[src/rtl/mem_arb_pkg.sv]
// Shared types and sizing helpers for the multicore RAM-port arbiter.
package mem_arb_pkg;

    typedef enum logic [1:0] {
        FREE   = 2'd0,
        BUSY   = 2'd1,
        ACCESS = 2'd2,
        ERROR  = 2'd3
    } ramstate_t;

    typedef enum logic {
        IDLE  = 1'b0,
        GRANT = 1'b1
    } arb_state_t;

    // Index width for n requestors; never below one bit so a lone requestor still has a port.
    function automatic int idx_width(input int n);
        return (n > 1) ? $clog2(n) : 1;
    endfunction

    // Slot index width for a given core count (data + instruction slot per core).
    function automatic int slot_width(input int cpus);
        return idx_width(2 * cpus);
    endfunction

endpackage

[src/rtl/rr_arbiter.sv]
// Combinational round-robin pick: first requestor at or after ptr_i, wrapping modulo N.
module rr_arbiter
    import mem_arb_pkg::*;
#(
    parameter int N = 4,
    localparam int W = idx_width(N)
) (
    input  logic [N-1:0] req_i,
    input  logic [W-1:0] ptr_i,
    output logic [N-1:0] gnt_oh_o,
    output logic [W-1:0] gnt_idx_o
);

    int p;

    // NOTE: every output of a combinational block gets a default first, so no path leaves it unassigned and no latch is inferred.
    always_comb begin
        gnt_oh_o  = '0;
        gnt_idx_o = '0;
        p         = int'(ptr_i);
        // Scan the doubled ring from the top down so the lowest distance from ptr wins last.
        for (int k = 2 * N - 1; k >= 0; k--) begin
            if (k >= p && k < p + N && req_i[k % N]) begin
                gnt_oh_o            = '0;
                gnt_oh_o[k % N]     = 1'b1;
                gnt_idx_o           = W'(k % N);
            end
        end
    end

endmodule

[src/rtl/multicore_mem_arbiter.sv]
// Connects per-core instruction/data request channels to one shared single-ported RAM, one grant at a time.
module multicore_mem_arbiter
    import mem_arb_pkg::*;
#(
    parameter int CPUS   = 2,
    parameter int ADDR_W = 32,
    parameter int DATA_W = 32
) (
    input  logic                         CLK,
    input  logic                         RST,
    input  logic [CPUS-1:0]              iREN,
    input  logic [CPUS-1:0][ADDR_W-1:0]  iaddr,
    output logic [CPUS-1:0]              iwait,
    output logic [CPUS-1:0][DATA_W-1:0]  iload,
    input  logic [CPUS-1:0]              dREN,
    input  logic [CPUS-1:0]              dWEN,
    input  logic [CPUS-1:0][ADDR_W-1:0]  daddr,
    input  logic [CPUS-1:0][DATA_W-1:0]  dstore,
    output logic [CPUS-1:0]              dwait,
    output logic [CPUS-1:0][DATA_W-1:0]  dload,
    output logic [ADDR_W-1:0]            ramaddr,
    output logic [DATA_W-1:0]            ramstore,
    output logic                         ramREN,
    output logic                         ramWEN,
    input  logic [DATA_W-1:0]            ramload,
    input  logic [1:0]                   ramstate,
    output logic                         ramerr
);

    localparam int NSLOT  = 2 * CPUS;
    localparam int SLOT_W = slot_width(CPUS);

    arb_state_t        state_q;
    logic [SLOT_W-1:0] ptr_q;
    logic [SLOT_W-1:0] gnt_q;
    logic              ramerr_q;

    logic [NSLOT-1:0]  req;
    logic [NSLOT-1:0]  arb_oh;
    logic [SLOT_W-1:0] arb_idx;
    logic [SLOT_W-1:0] ptr_d;
    logic              gnt_req;
    logic              done;
    ramstate_t         rs;

    assign rs = ramstate_t'(ramstate);

    // Slot 2c is core c's data channel, slot 2c+1 its instruction channel.
    always_comb begin
        req = '0;
        for (int c = 0; c < CPUS; c++) begin
            req[2*c]   = dREN[c] | dWEN[c];
            req[2*c+1] = iREN[c];
        end
    end

    rr_arbiter #(.N(NSLOT)) u_rr (
        .req_i     (req),
        .ptr_i     (ptr_q),
        .gnt_oh_o  (arb_oh),
        .gnt_idx_o (arb_idx)
    );

    assign ptr_d = (gnt_q == SLOT_W'(NSLOT - 1)) ? '0 : gnt_q + SLOT_W'(1);

    // RAM side follows the granted channel's live inputs, so a dropped request lowers the enables at once.
    always_comb begin
        ramaddr  = '0;
        ramstore = '0;
        ramREN   = 1'b0;
        ramWEN   = 1'b0;
        gnt_req  = 1'b0;
        if (state_q == GRANT) begin
            for (int c = 0; c < CPUS; c++) begin
                if (gnt_q == SLOT_W'(2 * c)) begin
                    ramaddr  = daddr[c];
                    ramstore = dstore[c];
                    ramWEN   = dWEN[c];
                    ramREN   = dREN[c] & ~dWEN[c];
                    gnt_req  = dREN[c] | dWEN[c];
                end
                if (gnt_q == SLOT_W'(2 * c + 1)) begin
                    ramaddr  = iaddr[c];
                    ramREN   = iREN[c];
                    gnt_req  = iREN[c];
                end
            end
        end
    end

    // A withdrawn request is an abort even if the RAM reports ACCESS in the same cycle.
    assign done = (state_q == GRANT) && gnt_req && (rs == ACCESS);

    always_comb begin
        iwait = '1;
        dwait = '1;
        iload = '0;
        dload = '0;
        if (state_q == GRANT) begin
            for (int c = 0; c < CPUS; c++) begin
                if (gnt_q == SLOT_W'(2 * c)) begin
                    dload[c] = ramload;
                    dwait[c] = ~done;
                end
                if (gnt_q == SLOT_W'(2 * c + 1)) begin
                    iload[c] = ramload;
                    iwait[c] = ~done;
                end
            end
        end
    end

    // NOTE: sequential state uses non-blocking assignments and an asynchronous reset in the sensitivity list.
    always_ff @(posedge CLK or posedge RST) begin
        if (RST) begin
            state_q  <= IDLE;
            ptr_q    <= '0;
            gnt_q    <= '0;
            ramerr_q <= 1'b0;
        end else begin
            case (state_q)
                IDLE: begin
                    if (|arb_oh) begin
                        gnt_q   <= arb_idx;
                        state_q <= GRANT;
                    end
                end
                GRANT: begin
                    if (rs == ERROR) begin
                        ramerr_q <= 1'b1;
                    end
                    if (!gnt_req) begin
                        state_q <= IDLE;
                    end else if (rs == ACCESS) begin
                        ptr_q   <= ptr_d;
                        state_q <= IDLE;
                    end
                end
                default: state_q <= IDLE;
            endcase
        end
    end

    assign ramerr = ramerr_q;

endmodule
[config.mk]
export PLATFORM = sky130hd
export DESIGN_NAME = multicore_mem_arbiter
export DESIGN_NICKNAME = d
export VERILOG_FILES = /design/src/rtl/mem_arb_pkg.sv /design/src/rtl/rr_arbiter.sv /design/src/rtl/multicore_mem_arbiter.sv
export SDC_FILE = /design/constraint.sdc
export NUM_CORES = 1
export LEC_CHECK = 0
export CAP_MARGIN = 20
export CORE_AREA = 2 2 169 171
export CTS_BUF_LIST = sky130_fd_sc_hd__clkbuf_8
export DETAILED_ROUTE_END_ITERATION = 7
export DIE_AREA = 0 0 171 173
export GPL_TIMING_DRIVEN = 0
export HOLD_SLACK_MARGIN = 0.02
export PLACE_DENSITY = 0.46
export RECOVER_POWER = 100
export SKIP_LAST_GASP = 1
export SYNTH_ARGS = -nofsm -noshare
export SYNTH_HDL_FRONTEND = slang
export SYNTH_SLANG_ARGS = --single-unit
[constraint.sdc]
create_clock -name CLK -period 3.5 [get_ports CLK]
set_input_delay 0.7 -clock CLK [delete_from_list [all_inputs] [get_ports CLK]]
set_output_delay 0.7 -clock CLK [all_outputs]
set_load 0.01 [all_outputs]
==> After elaboration in Yosys (flattened, before gate mapping) <==
Index checks and enable logic that the tools add are counted.
Widths: inputs -> output; s select.
{ "classes": {"n_reduce_logical": 18, "addsub": 2, "n_eq_ne": 5, "bitwise_logic": 8, "n_mux": 54, "order_cmp": 11} }
{ "ops": {"columns": ["op", "n"], "rows": [
  ["$mux 32", 12],
  ["$mux 64", 2],
  ["$lt 4x32->1 const A", 3],
  ["$lt 3x32->1 const A", 2],
  ["$lt 1x32->1 const A", 1],
  ["$lt 2x32->1 const A", 1],
  ["$mux 4", 8],
  ["$mux 2", 11],
  ["$mux 1", 20],
  ["$logic_and 1x1->1", 13],
  ["$eq 2x2->1 const B", 4],
  ["$add 2x3->4 const B", 1],
  ["$ge 1x2->1 const A", 2],
  ["$lt 3x4->1 const A", 1],
  ["$not 1->1", 4],
  ["$reduce_and 2->1", 2],
  ["$reduce_or 4->1", 1],
  ["$reduce_and 3->1", 1],
  ["$add 2x1->2 const B", 1],
  ["$and 1x1->1", 2],
  ["$eq 2x1->1 const B", 1],
  ["$ge 2x2->1 const A", 1],
  ["$logic_not 2->1", 1],
  ["$or 1x1->1", 2],
  ["$pmux 1 s2", 1]
]} }
{ "word_totals": {"word_cells": 102, "register_bits": 6, "out_inout_bits": 199, "in_bits": 234} }

==> Logic depth before layout (Yosys ltp) <==
{ "logic_depth": {"depth_word": 14, "ltp_mapped": 8} }

==> Hierarchy <==
From an unflattened synthesis, not the netlist that was laid out.
{ "unflattened": {"cells_unflattened": 431, "area_unflattened_um2": 2876.5} }
{ "modules_own_cells": {"columns": ["mod", "cells_per_inst", "area_per_inst_um2", "n_inst"], "rows": [
  ["multicore_mem_arbiter", 400, 2680.1, 1],
  ["rr_arbiter", 31, 196.4, 1]
]} }

==> Worst setup path before layout <==
No wires, ideal clock.
{ "synth_path": {"path_kind": "input to output", "startpoint": "in dWEN[1]", "endpoint": "out iwait[0]", "slack_ns": 1.117, "arrival_time_ns": 1.683, "stages": 4, "cell_sequence": "or4b_4 -> nand3_2 -> and2b_2 -> nand3_1"} }
{ "synth_between": {"elab_chain_cells": 9} }
{ "synth_rtl": {"columns": ["element", "line", "rtl"], "rows": [
  ["start: declaration", "multicore_mem_arbiter.sv:16", "input logic [CPUS-1:0] dWEN,"],
  ["$or 1x1->1", "multicore_mem_arbiter.sv:80", "gnt_req = dREN[c] | dWEN[c];"],
  ["$mux 1", "multicore_mem_arbiter.sv:75", "if (gnt_q == SLOT_W'(2 * c)) begin"],
  ["$mux 1", "multicore_mem_arbiter.sv:82", "if (gnt_q == SLOT_W'(2 * c + 1)) begin"],
  ["$mux 1", "multicore_mem_arbiter.sv:73", "if (state_q == GRANT) begin"],
  ["$logic_and 1x1->1 (2 in series)", "multicore_mem_arbiter.sv:92", "assign done = (state_q == GRANT) && gnt_req && (rs == ACCESS);"],
  ["$not 1->1", "multicore_mem_arbiter.sv:107", "iwait[c] = ~done;"],
  ["$mux 1", "multicore_mem_arbiter.sv:105", "if (gnt_q == SLOT_W'(2 * c + 1)) begin"],
  ["$mux 2", "multicore_mem_arbiter.sv:99", "if (state_q == GRANT) begin"],
  ["end: declaration", "multicore_mem_arbiter.sv:13", "output logic [CPUS-1:0] iwait,"]
]} }
Every way passes these cells.

==> Worst setup path after layout <==
{ "layout_path": {"startpoint": "in dREN[1]", "endpoint": "out iwait[1]"} }
{ "layout_between": {"elab_chain_cells": 9} }
{ "layout_rtl": {"columns": ["element", "line", "rtl"], "rows": [
  ["start: declaration", "multicore_mem_arbiter.sv:15", "input logic [CPUS-1:0] dREN,"],
  ["$or 1x1->1", "multicore_mem_arbiter.sv:80", null],
  ["$mux 1", "multicore_mem_arbiter.sv:75", null],
  ["$mux 1", "multicore_mem_arbiter.sv:82", null],
  ["$mux 1", "multicore_mem_arbiter.sv:73", null],
  ["$logic_and 1x1->1 (2 in series)", "multicore_mem_arbiter.sv:92", null],
  ["$not 1->1", "multicore_mem_arbiter.sv:107", null],
  ["$mux 1", "multicore_mem_arbiter.sv:105", null],
  ["$mux 2", "multicore_mem_arbiter.sv:99", null]
]} }
Every way passes these cells.

==> flow_summary.toml <==
[clock_network]
cts_resized = 10
insertion_delay_ns = 0.22
clk_path_buf_depth = 2
clkSinkCount = 6
numCtsBuffers = 3
cts_hold_buf = 0
cts.htree.levels = 1
cts-root-buf = "clkbuf_8"
postCtsSetupRepairBufs = 0
cts_tree = "built"
clk_pin_slew_worst_paths_ns = 0.04

[grt]
antenna_found_initial = 0
grt_max_degree = 11
grt_pass1_wl_um = 34300
grt_usage = 0.151
grt_pass1_vias = 5049
grt_overflow_total = 0

[layout]
fin_util = 0.283
synthToLayoutAreaGrowth_pct = 165
nNetsFinal = 1082
drive_above_1_share = 0.0974
antennaDiodeCount = 0
final_area_mm2 = 0.00781
fillers = 3065

[timing]
finalHoldViolCount = 0
worstMarginPinSlew_ns = 0.558
clock.fmax_mhz = 294
setup-violations-final = 0
min_period_ns = 3.40
max-slew-margin-rel = 0.628
fin_skew_ns = 0.00126
finalHoldWorstSlack_ns = 0.459
drv_slew = 0
totalNegativeSetupSlack_ns = 0
period_share = 0.971
rsz0062_at_grt = "yes"
timing.final.ws_setup_ns = 0.100

[worst_setup_path]
start_kind = "primary input"
r2r_end = "ptr_q[1]"
cp_cell_sequence = "clkdlybuf4s50_1 -> or4b_4 -> nand3_2 -> and2b_2 -> nand2_1 -> clkdlybuf4s50_1"
arrival_ns = 2.70
ff2ff_setup_slack_ns = 1.47
endpoint_kind = "primary output"
worst_ep_required_time_ns = 2.80
critPathLaunch = "dREN[1]"
cp_max_fo = 3
critPathMaxStageDelay_ns = 0.54
reg2regPathDepth = 7
cp_common_cell = "clkdlybuf4s50_1"
crit_end = "iwait[1]"
slowest_stage = "or4b_4"
worstReg2RegStart = "gnt_q[0]"
worstSetupPathType = "in2out"

[logic_synthesis]
synth-seq-area-share = 0.0510
synthArstFlopShare = 1.00
yosys.cell_count.top_type = "and3_1"
ys_top_cells_by_area = "and3_1 27%, a22o_1 19%, a221oi_2 15%"
syn_inst = 408
ys.flop_type = "dfrtp_1"
synth_edf_count = 0
syn_avg_cell_area_um2 = 7.22
ys_ff_latch = 6
synth_common_cells = "129 x and3_1, 64 x a22o_1, 38 x inv_1"
yosysTopAreaCellShare = 0.274
synth_warnings = 0
yosys.area.top_type = "and3_1"
synthesis.nets = 646
ys_types = 42
syn_area_mm2 = 0.00295

[routing]
routedWlPerCell_um = 19.8
vias = 4992
first_pass_iters = 4
drt_wl_total_um = 24200
drc_errors = 0
viasPerCell = 4.09
drtIter0Drc = 235
ant_nets = 0

[power]
p_clk_frac = 0.021
p_sw_mw = 2.48
powerDensity_mw_per_mm2 = 652
pwr-share-seq = 0.025
max-vdd-ir-drop_mv = 0.147
p_comb_frac = 0.954
p_int_mw = 2.61
p_sw_frac = 0.487
leakagePower_nw = 3.44

[floorplan]
start_util = 0.107
die_h_um = 173
core_mm2 = 0.0276
die_x_um = 171
rows = 61
ios = 433
die_area_mm2 = 0.0296

[placement]
postPlaceCellArea_mm2 = 0.00774
hpwlAfterDp_um = 20100
place_ws_ns = 0.00764
gp_congestion = 0.847
port_buffers = 432

[outcome]
status = "finished, final reports clean"

[hold_path]
hp-class = "reg2reg"
hold_path_depth = 1

[run]
cap_violations = 0
==> worst min-delay path by stage <==
stage	slack [ns]	from	to
2_1_floorplan	0.49	RST	gnt_q[0]
3_3_place_gp	0.45	ramerr	ramerr
3_5_place_dp	0.46	ramerr	ramerr
4_1_cts	0.47	ramerr	ramerr
5_1_grt	0.48	ramerr	ramerr
6_report	0.46	ramerr	ramerr
==> power by group through the flow <==
| stage | combinational, mW | clock (mW) | sequential, mW |
|---|---|---|---|
| floorplan | 2.40 | 0 | 0.120 |
| CTS | 4.92 | 0.108 | 0.127 |
| finish | 4.86 | 0.105 | 0.128 |
| detailed placement | 4.89 | 0 | 0.128 |
| global placement | 4.92 | 0 | 0.128 |
| global route | 5.23 | 0.116 | 0.133 |
==> cells in the final DEF, fill, tap and decap left out, types with 3 or more instances in the layout <==
master           count
clkbuf_8             4
nand2_1              6
buf_6                4
dlygate4sd3_1        9
buf_4                3
clkbuf_2            13
clkbuf_1            24
a221oi_2            30
a22o_1              64
clkdlybuf4s50_1    421
and3_1             129
nor2_1               4
a21oi_1             34
o21ai_0              3
dfrtp_1              6
buf_2               12
inv_1               38
==> metrics by stage <==
| stage | std cells | power, mW |
|---|---|---|
| 2_1_floorplan | 408 | 2.52 |
| 3_3_place_gp | 1218 | 5.04 |
| 3_5_place_dp | 1218 | 5.02 |
| 4_1_cts | 1221 | 5.16 |
| 5_1_grt | 1220 | 5.48 |
| 6_report | 1220 | 5.09 |
==> worst max-delay path: cells and delay by family <==
family        cells  cell delay [ns]
buf+inv           2             0.99
simple gates      4             1.01
==> state kept, by name (all words and copies together) (netlist names) <==
| name | flops |
|---|---|
| ramerr | 1 |
| ptr_q | 2 |
| state_q | 1 |
| gnt_q | 2 |
==> logic make-up (layout without fill, tap and decap cells) <==
logic type,count (synthesis),count (layout),share of synthesized area
mux,2,2,0.0102
buf+inv,97,531,0.145
flops,6,6,0.0510
compound gates,144,144,0.446
simple gates,155,155,0.331
fa+ha+maj,4,4,0.0170
==> final cells by class <==
cell class / instances / area (µm²) / area share
plain buffers: 58 / 304 / 0.0389
repair buffers: 432 / 4330 / 0.554
well taps: 378 / 473 / 0.0605
clock buffers: 3 / 41.3 / 0.00529
inverters: 38 / 143 / 0.0183
flip-flops and latches: 6 / 150 / 0.0192
multi-input cells: 305 / 2370 / 0.304
==> per-layer routing <==
| metal | vias to the layer above | wire length [µm] | GRT usage |
|---|---|---|---|
| met5 | - | 0 | 0 |
| met2 | 214 | 12100 | 0.268 |
| met4 | 0 | 316 | 0.0215 |
| met1 | 2324 | 10500 | 0.201 |
| li1 | 2435 | - | - |
| met3 | 19 | 1350 | 0.0149 |
(Power assumes the default switching activity.)
